### src/rtl/seven_seg_pkg.sv
// rtl/seven_seg_pkg.sv - shared constants, hex segment table and width helper for the seven-segment scanner
package seven_seg_pkg;

    // Segment bit positions inside ss_out ({dp,g,f,e,d,c,b,a}).
    localparam int SEG_A  = 0;
    localparam int SEG_B  = 1;
    localparam int SEG_C  = 2;
    localparam int SEG_D  = 3;
    localparam int SEG_E  = 4;
    localparam int SEG_F  = 5;
    localparam int SEG_G  = 6;
    localparam int SEG_DP = 7;

    localparam logic [7:0] SEG_OFF = 8'hFF;

    // Active-low gfedcba pattern for one hex digit; dp is not part of it.
    function automatic logic [6:0] hex_to_seg(input logic [3:0] value);
        logic [6:0] seg;
        case (value)
            4'h0: seg = 7'h40;
            4'h1: seg = 7'h79;
            4'h2: seg = 7'h24;
            4'h3: seg = 7'h30;
            4'h4: seg = 7'h19;
            4'h5: seg = 7'h12;
            4'h6: seg = 7'h02;
            4'h7: seg = 7'h78;
            4'h8: seg = 7'h00;
            4'h9: seg = 7'h10;
            4'hA: seg = 7'h08;
            4'hB: seg = 7'h03;
            4'hC: seg = 7'h46;
            4'hD: seg = 7'h21;
            4'hE: seg = 7'h06;
            default: seg = 7'h0E;
        endcase
        return seg;
    endfunction

    // Ceiling log2, never below 1 so a one-value counter still has a bit.
    function automatic int clog2_min1(input int n);
        int w;
        w = 1;
        while ((1 << w) < n) begin
            w++;
        end
        return w;
    endfunction

endpackage

### src/rtl/seven_seg_decoder.sv
// rtl/seven_seg_decoder.sv - combinational hex digit to active-low gfedcba segments
module seven_seg_decoder
    import seven_seg_pkg::*;
(
    input  logic [3:0] digit,  // hex value to show
    output logic [6:0] seg     // active-low gfedcba
);

    assign seg = hex_to_seg(digit);

endmodule

### src/rtl/seven_seg_scanner.sv
// rtl/seven_seg_scanner.sv - N-digit multiplexed seven-segment driver with snapshot, lz suppression, dead time and PWM
module seven_seg_scanner
    import seven_seg_pkg::*;
#(
    parameter int NUM_DIGITS   = 4,
    parameter int SCAN_DIV     = 50000,
    parameter int GHOST_CYCLES = 500
) (
    input  logic                    clock,        // rising-edge system clock
    input  logic                    reset,        // synchronous, active-high
    input  logic [4*NUM_DIGITS-1:0] number,       // packed hex digits, digit 0 rightmost
    input  logic [NUM_DIGITS-1:0]   dp,           // decimal point request, 1 = lit
    input  logic [NUM_DIGITS-1:0]   blank,        // forced blank, 1 = off
    input  logic                    lz_en,        // leading-zero suppression enable
    input  logic [3:0]              brightness,   // PWM level, 0 = 1/16 .. 15 = 16/16
    output logic [7:0]              ss_out,       // active-low {dp,g,f,e,d,c,b,a}
    output logic [NUM_DIGITS-1:0]   ss_digit,     // active-low digit enables
    output logic                    frame_start   // pulse after each snapshot load
);

    localparam int PRESC_W = clog2_min1(SCAN_DIV);
    localparam int IDX_W   = clog2_min1(NUM_DIGITS);

    logic [PRESC_W-1:0]      presc;
    logic [IDX_W-1:0]        idx;
    logic [3:0]              pwm;
    logic [4*NUM_DIGITS-1:0] shadow_num;
    logic [NUM_DIGITS-1:0]   shadow_dp;
    logic [NUM_DIGITS-1:0]   shadow_blank;
    logic [NUM_DIGITS-1:0]   lz_mask;

    logic                    strobe;
    logic                    slot_end;
    logic                    drive;
    logic [NUM_DIGITS-1:0]   lz_next;
    logic                    lz_run;
    logic [NUM_DIGITS-1:0]   sel;
    logic [3:0]              cur_num;
    logic                    cur_dp;
    logic                    cur_blank;
    logic [6:0]              cur_seg;
    logic [7:0]              drive_pattern;

    assign strobe   = (presc == '0) && (idx == '0);
    assign slot_end = (presc == PRESC_W'(SCAN_DIV - 1));

    // Suppression walks down from the top digit and stops at the first
    // nonzero one; digit 0 is outside the loop so "0" always shows.
    always_comb begin
        lz_next = '0;
        lz_run  = lz_en;
        for (int i = NUM_DIGITS - 1; i >= 1; i--) begin
            if (lz_run && (number[4*i +: 4] == 4'h0)) begin
                lz_next[i] = 1'b1;
            end else begin
                lz_run = 1'b0;
            end
        end
    end

    // Select the shadow digit for the current slot.
    always_comb begin
        sel       = '0;
        cur_num   = '0;
        cur_dp    = 1'b0;
        cur_blank = 1'b0;
        for (int i = 0; i < NUM_DIGITS; i++) begin
            if (idx == IDX_W'(i)) begin
                sel[i]    = 1'b1;
                cur_num   = shadow_num[4*i +: 4];
                cur_dp    = shadow_dp[i];
                cur_blank = shadow_blank[i] | lz_mask[i];
            end
        end
    end

    seven_seg_decoder u_decoder (
        .digit (cur_num),
        .seg   (cur_seg)
    );

    // Dead time at the start of each slot keeps the previous digit's
    // segments from bleeding into the next digit while lines settle.
    assign drive = (presc >= PRESC_W'(GHOST_CYCLES)) && (pwm <= brightness) && !cur_blank;

    always_comb begin
        drive_pattern         = {1'b1, cur_seg};
        drive_pattern[SEG_DP] = ~cur_dp;
    end

    always_ff @(posedge clock) begin
        if (reset) begin
            presc        <= '0;
            idx          <= '0;
            pwm          <= '0;
            shadow_num   <= '0;
            shadow_dp    <= '0;
            shadow_blank <= '0;
            lz_mask      <= '0;
            ss_out       <= SEG_OFF;
            ss_digit     <= '1;
            frame_start  <= 1'b0;
        end else begin
            pwm <= pwm + 4'd1;
            if (slot_end) begin
                presc <= '0;
                idx   <= (idx == IDX_W'(NUM_DIGITS - 1)) ? '0 : idx + 1'b1;
            end else begin
                presc <= presc + 1'b1;
            end

            frame_start <= strobe;
            if (strobe) begin
                shadow_num   <= number;
                shadow_dp    <= dp;
                shadow_blank <= blank;
                lz_mask      <= lz_next;
            end

            if (drive) begin
                ss_digit <= ~sel;
                ss_out   <= drive_pattern;
            end else begin
                ss_digit <= '1;
                ss_out   <= SEG_OFF;
            end
        end
    end

endmodule

### config.mk
export PLATFORM = sky130hd
export DESIGN_NAME = seven_seg_scanner
export DESIGN_NICKNAME = d
export VERILOG_FILES = /design/src/rtl/seven_seg_pkg.sv /design/src/rtl/seven_seg_decoder.sv /design/src/rtl/seven_seg_scanner.sv
export SDC_FILE = /design/constraint.sdc
export NUM_CORES = 1
export LEC_CHECK = 0
export BUFFER_PORTS_ARGS = -buffer_cell sky130_fd_sc_hd__buf_2
export CAP_MARGIN = 20
export CELL_PAD_IN_SITES_DETAIL_PLACEMENT = 2
export CELL_PAD_IN_SITES_GLOBAL_PLACEMENT = 2
export CORE_ASPECT_RATIO = 0.7
export CORE_MARGIN = 8
export CORE_UTILIZATION = 36
export DETAILED_ROUTE_END_ITERATION = 8
export GPL_TIMING_DRIVEN = 0
export PLACE_DENSITY = 0.83
export SLEW_MARGIN = 10
export SYNTH_ARGS = -nofsm -noshare
export SYNTH_HDL_FRONTEND = slang
export SYNTH_SLANG_ARGS = --single-unit
### constraint.sdc
create_clock -name clock -period 4.6 [get_ports clock]
set_clock_uncertainty 0.15 [all_clocks]
set_input_delay 0.92 -clock clock [delete_from_list [all_inputs] [get_ports clock]]
set_output_delay 0.92 -clock clock [all_outputs]
set_load 0.03 [all_outputs]
==> run metrics <==
WL/cell=18.9 um; DP Area=between 3000 and 4000 um2; detailed placer's ending HPWL=6.95 mm; max-capacitance violation count=0; Netlist Area Pre-Place=2920 um2; Crit path arrival time=3210 ps; Setup TNS=0 ps; fin crit period=3150 ps; f_max=318 MHz; most frequent cells after synthesis=nand2_1, dfxtp_1, a21oi_1; synth top area cells=dfxtp_1, nand2_1, ha_1; FP Rows=27; Vias=around 2600; core footprint=7870 um2; YS warnings=0; cts bufs inserted=9; final setup vio count=0; GRT overflow=0; worst-margin pin slew=slightly below 900 ps; post-synth top area share=0.425; post-route cell area=around 3500 um2; drt drc=0; share of cells above drive strength 1=0.174; Hold Worst Slack=305 ps; Clock Tree Root=clkbuf_16; Worst EP required=4660 ps; worst skew pair latency=340 ps; fin nets=450; Worst setup EP type=flip-flop; Via density=5.18; CP max FO=10; RSZ-0062 raised after global routing=false; Initial Util=0.371; Syn Nets=397; cell count after synthesis=349; fill count=897; Setup Crit Path Kind=flip-flop to flip-flop; status=completed; Min-Delay Path Class=flip-flop to flip-flop; CTS Sinks=62; # diodes=0; Global Route Usage Sum=0.183; Main synth FF type=dfxtp_1; Final WS setup=between 1000 and 1500 ps; Hold Fails Final Rpt=0; Rel. slew slack=0.404; Synth async-reset ratio=0; Pre-antenna DRT Iters=4; Startpoint Class=flip-flop; TritonCTS clock tree=done; Power Dens Cells=390 nW/um2; number of global-route vias before repair=3002; largest net degree at the start of global routing=11; die width=124 um; Clock Tree Buf Depth=2; Mean Syn Cell Area=~8.4 um2; initial antenna violation count=0; Post-Route WL=9.59 mm; number of synthesized flops with an enable pin=0; post-synthesis sequential area ratio=0.425; pre-CTS WS=1340 ps; leakage=1.41 nW; R2R Setup Slk=1450 ps; first-pass GRT wire length=16.0 mm; hold_buf cts=0; Peak VDD IR=0.000280 V; Placer Congestion=0.741; Die H=91.3 um; post-synth cell types=44; Final Cycle Share=0.684; initial drt markers=123; flops & latches, synth=62; ANT nets after route=0; full die area=approximately 11000 um2; CTS H-tree lvls=3; post-cts sizing count=0; post-CTS setup-driven buffer insertion count=0; Port Buffer Count=42; area delta synth->final=20.7%; largest area contributor in the netlist=dfxtp_1; top-count cell post-synth=nand2_1; IO Pins=44; Clock Pin Slew Worst Setup and Hold Paths=~50 ps; max-slew violations=0
[placed cells by master, fill, tap and decap left out, types with 4 or more instances in the layout]
| cell | Yosys | routed |
|---|---|---|
| a21oi_1 | 30 | 30 |
| nor3b_1 | 4 | 4 |
| nand3b_1 | 4 | 4 |
| inv_1 | 18 | 18 |
| mux2i_1 | 6 | 6 |
| nor4_1 | 4 | 4 |
| dfxtp_1 | 62 | 62 |
| nand3_1 | 13 | 13 |
| clkbuf_16 | 0 | 9 |
| o21ai_0 | 4 | 4 |
| nor2_1 | 29 | 29 |
| xnor2_1 | 9 | 9 |
| clkbuf_1 | 9 | 10 |
| buf_2 | 6 | 48 |
| nand4_1 | 5 | 5 |
| xor2_1 | 8 | 8 |
| nand2_1 | 74 | 74 |
| ha_1 | 17 | 17 |
| clkinv_2 | 0 | 5 |
| nand2b_1 | 4 | 4 |
[registers in the layout (all words and copies together), names as in the netlist]
signal        flops
presc            16
frame_start       1
shadow_dp         4
ss_digit          4
lz_mask           3
shadow_num       16
pwm               4
idx               2
ss_out            8
shadow_blank      4
[logic make-up (layout without fill, tap and decap cells)]
group,Yosys count,in the layout,share of synthesized area
buffers and inverters,37,95,0.0579
AND/OR/NAND/NOR,159,159,0.265
adder cells (fa/ha/maj),17,17,0.0729
XOR/XNOR,17,17,0.0510
multiplexers,6,6,0.0206
flip-flops,62,62,0.425
AO/OA/AOI/OAI,51,51,0.108
[where the power goes]
| part | total [mW] | switching [mW] | internal, mW |
|---|---|---|---|
| logic | 0.171 | 0.106 | 0.0645 |
| registers | 0.582 | 0.0185 | 0.564 |
| clock network | 0.620 | 0.246 | 0.374 |
[critical path, stage by stage, from the launching register on]
cell and delay, ps:
dfxtp_1 400, inv_1 90, ha_1 240, clkbuf_1 250, nand3b_1 250, a221oi_1 770
inv_1 220, ha_1 340, o211ai_1 200, o211ai_1 110
[layout make-up]
type,instances,area [um2],share of cell area
plain buffers,19,101,0.0288
multi-input cells,250,1510,0.428
inverters,18,67.6,0.0192
flip-flops and latches,62,1240,0.352
clock inverters,5,25.0,0.00710
well taps,101,126,0.0359
clock buffers,11,243,0.0689
repair buffers,42,210,0.0597
[metal layers]
metal	track usage	vias to the layer above	wire length, um
met4	0.0799	0	221
met1	0.234	1285	4720
met2	0.275	51	4200
met5	0	-	0
met3	0.0600	16	445
li1	-	1280	-
[final timing paths]
check	startpoint	end	cells after the start
setup / recovery	idx[1]	ss_out[3]	9
hold / removal	shadow_num[1]	shadow_num[1]	2
setup reg to reg	idx[1]	ss_out[3]	9
hold reg to reg	shadow_num[1]	shadow_num[1]	2
[metrics by stage]
step           instances  power (mW)  utilization
2_1_floorplan        349       0.696            -
3_3_place_gp         492       0.747        0.413
3_5_place_dp         492       0.759        0.413
4_1_cts              508        1.39        0.447
5_1_grt              508        1.43        0.447
6_report             508        1.37        0.447
No activity file was read; power rests on OpenSTA's default activity.
